[config.mk]
export PLATFORM = sky130hd
export DESIGN_NAME = rf_write_scheduler
export DESIGN_NICKNAME = d
export VERILOG_FILES = /design/src/rtl/rf_write_scheduler.sv
export SDC_FILE = /design/constraint.sdc
export NUM_CORES = 1
export LEC_CHECK = 0
export BUFFER_PORTS_ARGS = -buffer_cell sky130_fd_sc_hd__buf_2
export CAP_MARGIN = 20
export CORE_MARGIN = 1.5
export CORE_UTILIZATION = 58
export DETAILED_ROUTE_END_ITERATION = 8
export PLACE_DENSITY = 0.85
export SKIP_CTS_REPAIR_TIMING = 1
export SLEW_MARGIN = 30
export SYNTH_ARGS = -nofsm -noshare
export SYNTH_HDL_FRONTEND = slang
export SYNTH_SLANG_ARGS = --single-unit
export TNS_END_PERCENT = 1
[constraint.sdc]
create_clock -name clk -period 3.9 [get_ports clk]
set_input_delay 0 -clock clk [delete_from_list [all_inputs] [get_ports clk]]
set_output_delay 0 -clock clk [all_outputs]
set_load 0.01 [all_outputs]
[src/rtl/rf_write_scheduler.sv]
// rf_write_scheduler
// Owns the single register-file write port. After reset it zero-fills every
// register, then each cycle arbitrates between the pipeline writeback (always
// wins, never back-pressured) and a small FIFO of multi-cycle (mul/div)
// results. Writebacks are always the newer producer, so they invalidate any
// buffered result to the same register.
//
// Ports:
//   clk, rst             clock; asynchronous active-low reset
//   wb_valid/addr/data   pipeline writeback request
//   mc_valid/addr/data   multi-cycle result; mc_ready is the FIFO accept
//   rf_we/wa/wd          registered register-file write port
//   init_busy            registered; high while the zero-fill runs
//   pend_mask            combinational; one bit per register with a live buffered write
//   starve_stall         registered; pipeline must hold wb_valid low next cycle
module rf_write_scheduler #(
  parameter int ADDR_W     = 5,
  parameter int DATA_W     = 32,
  parameter int NREGS      = 32,
  parameter int BUF_DEPTH  = 2,
  parameter int STARVE_MAX = 4
) (
  input  logic              clk,
  input  logic              rst,
  input  logic              wb_valid,
  input  logic [ADDR_W-1:0] wb_addr,
  input  logic [DATA_W-1:0] wb_data,
  input  logic              mc_valid,
  input  logic [ADDR_W-1:0] mc_addr,
  input  logic [DATA_W-1:0] mc_data,
  output logic              mc_ready,
  output logic              rf_we,
  output logic [ADDR_W-1:0] rf_wa,
  output logic [DATA_W-1:0] rf_wd,
  output logic              init_busy,
  output logic [NREGS-1:0]  pend_mask,
  output logic              starve_stall
);

  localparam int PTR_W = (BUF_DEPTH > 1) ? $clog2(BUF_DEPTH) : 1;
  localparam int CNT_W = $clog2(BUF_DEPTH + 1);
  localparam int SC_W  = $clog2(STARVE_MAX + 1);
  localparam logic [SC_W-1:0]   SMAX   = SC_W'(STARVE_MAX);
  localparam logic [CNT_W-1:0]  DEPTH  = CNT_W'(BUF_DEPTH);
  localparam logic [ADDR_W:0]   NREG_C = (ADDR_W + 1)'(NREGS);
  localparam logic [PTR_W-1:0]  PLAST  = PTR_W'(BUF_DEPTH - 1);

  typedef enum logic [0:0] {ST_INIT = 1'b0, ST_RUN = 1'b1} state_t;

  state_t                 state_q, state_d;
  logic [ADDR_W:0]        init_cnt_q, init_cnt_d;
  logic                   init_busy_q, init_busy_d;
  logic                   mc_ready_q, mc_ready_d;
  logic                   rf_we_q, rf_we_d;
  logic [ADDR_W-1:0]      rf_wa_q, rf_wa_d;
  logic [DATA_W-1:0]      rf_wd_q, rf_wd_d;
  logic                   starve_stall_q, starve_stall_d;
  logic [SC_W-1:0]        starve_cnt_q, starve_cnt_d;
  logic [PTR_W-1:0]       head_q, head_d, tail_q, tail_d;
  logic [CNT_W-1:0]       count_q, count_d;
  logic [BUF_DEPTH-1:0]   fifo_vld_q, fifo_vld_d;
  logic [ADDR_W-1:0]      fifo_addr_q [BUF_DEPTH];
  logic [ADDR_W-1:0]      fifo_addr_d [BUF_DEPTH];
  logic [DATA_W-1:0]      fifo_data_q [BUF_DEPTH];
  logic [DATA_W-1:0]      fifo_data_d [BUF_DEPTH];
  logic                   wb_issue, mc_xfer, push, pop;

  function automatic logic [PTR_W-1:0] ptr_inc(input logic [PTR_W-1:0] p);
    if (p == PLAST) begin
      return '0;
    end else begin
      return p + PTR_W'(1);
    end
  endfunction

  // Next-state logic: zero-fill sequencer, write arbitration, FIFO and starvation tracking.
  always_comb begin
    state_d        = state_q;
    init_cnt_d     = init_cnt_q;
    init_busy_d    = init_busy_q;
    mc_ready_d     = mc_ready_q;
    rf_we_d        = 1'b0;
    rf_wa_d        = '0;
    rf_wd_d        = '0;
    starve_stall_d = 1'b0;
    starve_cnt_d   = starve_cnt_q;
    head_d         = head_q;
    tail_d         = tail_q;
    count_d        = count_q;
    fifo_vld_d     = fifo_vld_q;
    fifo_addr_d    = fifo_addr_q;
    fifo_data_d    = fifo_data_q;
    wb_issue       = 1'b0;
    mc_xfer        = 1'b0;
    push           = 1'b0;
    pop            = 1'b0;
    case (state_q)
      ST_INIT: begin
        if (init_cnt_q < NREG_C) begin
          rf_we_d    = 1'b1;
          rf_wa_d    = init_cnt_q[ADDR_W-1:0];
          init_cnt_d = init_cnt_q + (ADDR_W + 1)'(1);
        end else begin
          state_d     = ST_RUN;
          init_busy_d = 1'b0;
          mc_ready_d  = 1'b1;
        end
      end
      ST_RUN: begin
        wb_issue = wb_valid && (wb_addr != '0);
        mc_xfer  = mc_valid && mc_ready_q;
        pop      = !wb_issue && (count_q != '0);
        if (wb_issue) begin
          rf_we_d = 1'b1;
          rf_wa_d = wb_addr;
          rf_wd_d = wb_data;
          // Older buffered results to the same register must never land after this write.
          for (int i = 0; i < BUF_DEPTH; i++) begin
            fifo_vld_d[i] = fifo_vld_q[i] && (fifo_addr_q[i] != wb_addr);
          end
        end else if (pop) begin
          // Invalidated or address-0 heads drain without touching the register file.
          rf_we_d = fifo_vld_q[head_q] && (fifo_addr_q[head_q] != '0);
          rf_wa_d = rf_we_d ? fifo_addr_q[head_q] : '0;
          rf_wd_d = rf_we_d ? fifo_data_q[head_q] : '0;
          fifo_vld_d[head_q] = 1'b0;
          head_d = ptr_inc(head_q);
        end else begin
          rf_we_d = 1'b0;
        end
        // A result already superseded by this cycle's writeback is accepted and dropped.
        push = mc_xfer && !(wb_issue && (mc_addr == wb_addr));
        if (push) begin
          fifo_vld_d[tail_q]  = 1'b1;
          fifo_addr_d[tail_q] = mc_addr;
          fifo_data_d[tail_q] = mc_data;
          tail_d = ptr_inc(tail_q);
        end else begin
          tail_d = tail_q;
        end
        count_d    = count_q + CNT_W'(push) - CNT_W'(pop);
        mc_ready_d = (count_d < DEPTH);
        if (pop) begin
          starve_cnt_d = '0;
        end else if ((count_q != '0) && (starve_cnt_q != SMAX)) begin
          starve_cnt_d = starve_cnt_q + SC_W'(1);
        end else begin
          starve_cnt_d = starve_cnt_q;
        end
        // Stays high while saturated, so an ignored stall re-asserts next cycle.
        starve_stall_d = (starve_cnt_d == SMAX);
      end
      default: begin
        state_d = ST_INIT;
      end
    endcase
  end

  // Pending-write mask built from the live FIFO entries.
  always_comb begin
    pend_mask = '0;
    for (int i = 0; i < BUF_DEPTH; i++) begin
      pend_mask = pend_mask | (fifo_vld_q[i] ? (NREGS'(1) << fifo_addr_q[i]) : '0);
    end
  end

  // State and registered-output flops; reset discards all buffered results.
  always_ff @(posedge clk or negedge rst) begin
    if (!rst) begin
      state_q        <= ST_INIT;
      init_cnt_q     <= '0;
      init_busy_q    <= 1'b1;
      mc_ready_q     <= 1'b0;
      rf_we_q        <= 1'b0;
      rf_wa_q        <= '0;
      rf_wd_q        <= '0;
      starve_stall_q <= 1'b0;
      starve_cnt_q   <= '0;
      head_q         <= '0;
      tail_q         <= '0;
      count_q        <= '0;
      fifo_vld_q     <= '0;
      for (int i = 0; i < BUF_DEPTH; i++) begin
        fifo_addr_q[i] <= '0;
        fifo_data_q[i] <= '0;
      end
    end else begin
      state_q        <= state_d;
      init_cnt_q     <= init_cnt_d;
      init_busy_q    <= init_busy_d;
      mc_ready_q     <= mc_ready_d;
      rf_we_q        <= rf_we_d;
      rf_wa_q        <= rf_wa_d;
      rf_wd_q        <= rf_wd_d;
      starve_stall_q <= starve_stall_d;
      starve_cnt_q   <= starve_cnt_d;
      head_q         <= head_d;
      tail_q         <= tail_d;
      count_q        <= count_d;
      fifo_vld_q     <= fifo_vld_d;
      fifo_addr_q    <= fifo_addr_d;
      fifo_data_q    <= fifo_data_d;
    end
  end

  assign rf_we        = rf_we_q;
  assign rf_wa        = rf_wa_q;
  assign rf_wd        = rf_wd_q;
  assign init_busy    = init_busy_q;
  assign mc_ready     = mc_ready_q;
  assign starve_stall = starve_stall_q;

endmodule

==> reports/qor.yml <==
floorplan:
  start_util: 0.604
  dieArea_um2: 11500
  die_h_um: 107
  core_area_um2: 10500
  pin_count: 151
  die_x_um: 107
  row_count: 37
clocking:
  cts_made_buffers: 17
  cts_max_path_buffers: 2
  clock_latency_ns: 0.53
  clock-root-buffer: "clkbuf_8"
  path_clk_slew_ns: 0.06
  cts_max_level: 4
  cts_sinks: 131
  cts_tree: "yes"
sta:
  period_needed_ns: 2.46
  finClkSkew_ns: 0.0121
  final-hold-violation-count: 0
  fin_ws_ns: 1.44
  drv_slew: 0
  clock.fmax_ghz: 0.406
  fin_tns_setup_ns: 0
  final.period_utilization: 0.631
  slew_headroom: 0.452
  worst_slew_pin_slew_ns: 0.821
  rsz0062_at_grt: "no"
  setup_viol: 0
drt:
  viasPerCell: 5.85
  wl_per_cell_um: 20.1
  ant_nets: 0
  first_pass_iters: 5
  vias: 5188
  drt_iter0_drc: 489
  drc: 0
  wl_mm: 17.9
finish:
  seq_area_um2: 3280
  finalNetCount: 821
  n_antenna_cell: 0
  syn2layout_area_growth_pct: 34.1
  multi_input_area_um2: 2820
  fin_area_um2: 8480
  fillCellCount: 577
  layout-drive-gt1-share: 0.366
  post-route-util: 0.810
synth:
  synth_nets: 604
  synthCells: 521
  synth_top_area_share: 0.515
  synth_cell_type_count: 50
  synth_seq_cells: 131
  synthTopCellsByCount: "dfrtp_1 (130), mux2_4 (49), nand2_1 (45)"
  synth_most_common_cell: "dfrtp_1"
  netlist_top_cells_area: "dfrtp_1 (51%), mux2_4 (12%), mux2i_1 (5.9%)"
  async_flop_share: 1.00
  synth-seq-area-share: 0.519
  synth_top_flop_cell: "dfrtp_1"
  yosys.area.top_type: "dfrtp_1"
  yosysWarningCount: 0
  syn_area_um2: 6320
  synth_edf_count: 0
  avgSynthCellArea_um2: 12.1
global_route:
  grt_overflow_total: 0
  track_usage: 0.283
  grt_max_degree: 55
  grt_pass1_vias: 5051
  grt_antenna_before_repair: 0
  grt_pass1_wl_mm: 25.0
min_path:
  min_path_cells: 4
  min_path_type: "input pin to register"
worst_setup_path:
  crit_fanout: 24
  critical_path.top_delay_family: "buffers and inverters"
  crit_type: "input pin to register"
  cp_num_buf_inv: 3
  crit_chain: "dlygate4sd3_1, buf_2, xor2_1, nor3_1, a31o_2, buf_4, mux2_4"
  cp_slowest_cell: "a31o_2"
  max_stage_delay_ns: 0.78
  crit_path_start_kind: "input pin"
  crit_cells: 7
  cp_data_arrival_time_ns: 2.87
  r2r_cells: 5
  cp-end-kind: "register"
  crit_required_ns: 4.31
placement:
  hpwl_mm: 10.3
  post_dp_cell_area_um2: 7110
  pre_cts_ws_ns: 1.49
  gp_congestion: 0.922
  io_buffer_count: 150
power_and_ir_drop:
  pwr_density_cell_nw_per_um2: 746
  ir_drop_mv: 0.477
  finalPower_mw: 6.33
  leakagePower_nw: 4.20
job:
  max-cap-violations: 0
status:
  outcome: "complete, no violations"
-- metal layers --
layer  vias up  GRT usage  part of all wire
li1       2313          -                 -
met2       251      0.481              0.53
met1      2584      0.340              0.39
met3        40     0.0690             0.056
met4         0      0.131             0.023
met5         -          0                 0
-- stage by stage --
stage	hold slack, ns	instances
floorplan	-0.296	521
global placement	0.0636	776
detailed placement	0.0732	776
CTS	-0.482	808
global route	0.0300	887
finish	0.00718	887
-- final cells by class --
cell class	count	share of cell area
multi-input cells	345	0.333
clock inverters	8	0.0117
clock buffers	24	0.0567
well taps	136	0.0201
repair buffers	236	0.188
flip-flops and latches	131	0.387
inverters	7	0.00310
-- registers in the layout (all words and copies together) (netlist names) --
name / flops
fifo_addr_q: 10
tail_q: 1
init_busy: 1
mc_ready: 1
rf_we: 1
starve_cnt_q: 3
init_cnt_q: 6
fifo_vld_q: 2
fifo_data_q: 64
state_q: 1
count_q: 2
rf_wd: 32
head_q: 1
rf_wa: 5
starve_stall: 1
-- final timing paths --
kind                       slack (ns)                     endpoint                        from
setup reg to reg                 1.52          rf_wd[20]$_DFF_PN0_  fifo_addr_q[7]$_DFFE_PN0P_
hold reg to reg                  0.49        init_busy$_DFFE_PN1P_       init_busy$_DFFE_PN1P_
max in group asynchronous        2.87          rf_wd[25]$_DFF_PN0_                         rst
setup / recovery                 1.44  fifo_data_q[22]$_DFFE_PN0P_                  wb_addr[1]
min in group asynchronous        0.06              rf_we$_DFF_PN0_                         rst
hold / removal                  0.007           rf_wa[2]$_DFF_PN0_                  wb_addr[2]
-- layout by cell type, fill, tap and decap left out, types with 3 or more instances in the layout --
master / synthesis / routed
ha_1: 5 / 5
a32oi_1: 3 / 3
nand3b_1: 6 / 6
nor2_1: 10 / 10
nand4_1: 5 / 5
nand4b_1: 4 / 4
mux2_4: 49 / 49
nor3_1: 4 / 4
dfrtp_1: 130 / 129
or2_2: 3 / 3
a21oi_1: 4 / 4
mux2i_1: 37 / 37
buf_2: 1 / 149
mux2_2: 28 / 28
buf_4: 1 / 8
xnor2_1: 9 / 9
nand2b_1: 6 / 6
clkbuf_16: 0 / 16
nand3_1: 12 / 12
clkbuf_8: 0 / 5
nand2_1: 45 / 45
inv_1: 7 / 7
clkbuf_1: 28 / 3
xor2_1: 15 / 15
o21ai_0: 37 / 37
a31oi_1: 4 / 4
dlygate4sd3_1: 0 / 79
clkinv_2: 0 / 3
o22ai_1: 32 / 32
-- report_power, final --
group          switching (mW)  internal [mW]  leakage [nW]
Clock                   0.578          0.977         0.281
Combinational            1.11           1.24          2.32
Sequential              0.498           1.92          1.59
-- tightest hold or removal path, delay by kind of cell --
| kind | cells | cell delay, ns |
|---|---|---|
| AND/OR/NAND/NOR | 1 | 0.17 |
| AO/OA/AOI/OAI | 2 | 0.16 |
| buffers and inverters | 1 | 0.15 |
-- cell families after synthesis --
family          synth area share
compound gates            0.0936
xor+xnor                  0.0333
fa+ha+maj                0.00990
buf+inv                   0.0346
flops                      0.519
mux                        0.225
simple gates              0.0849
Note: power is estimated with default switching activity, not from simulation.
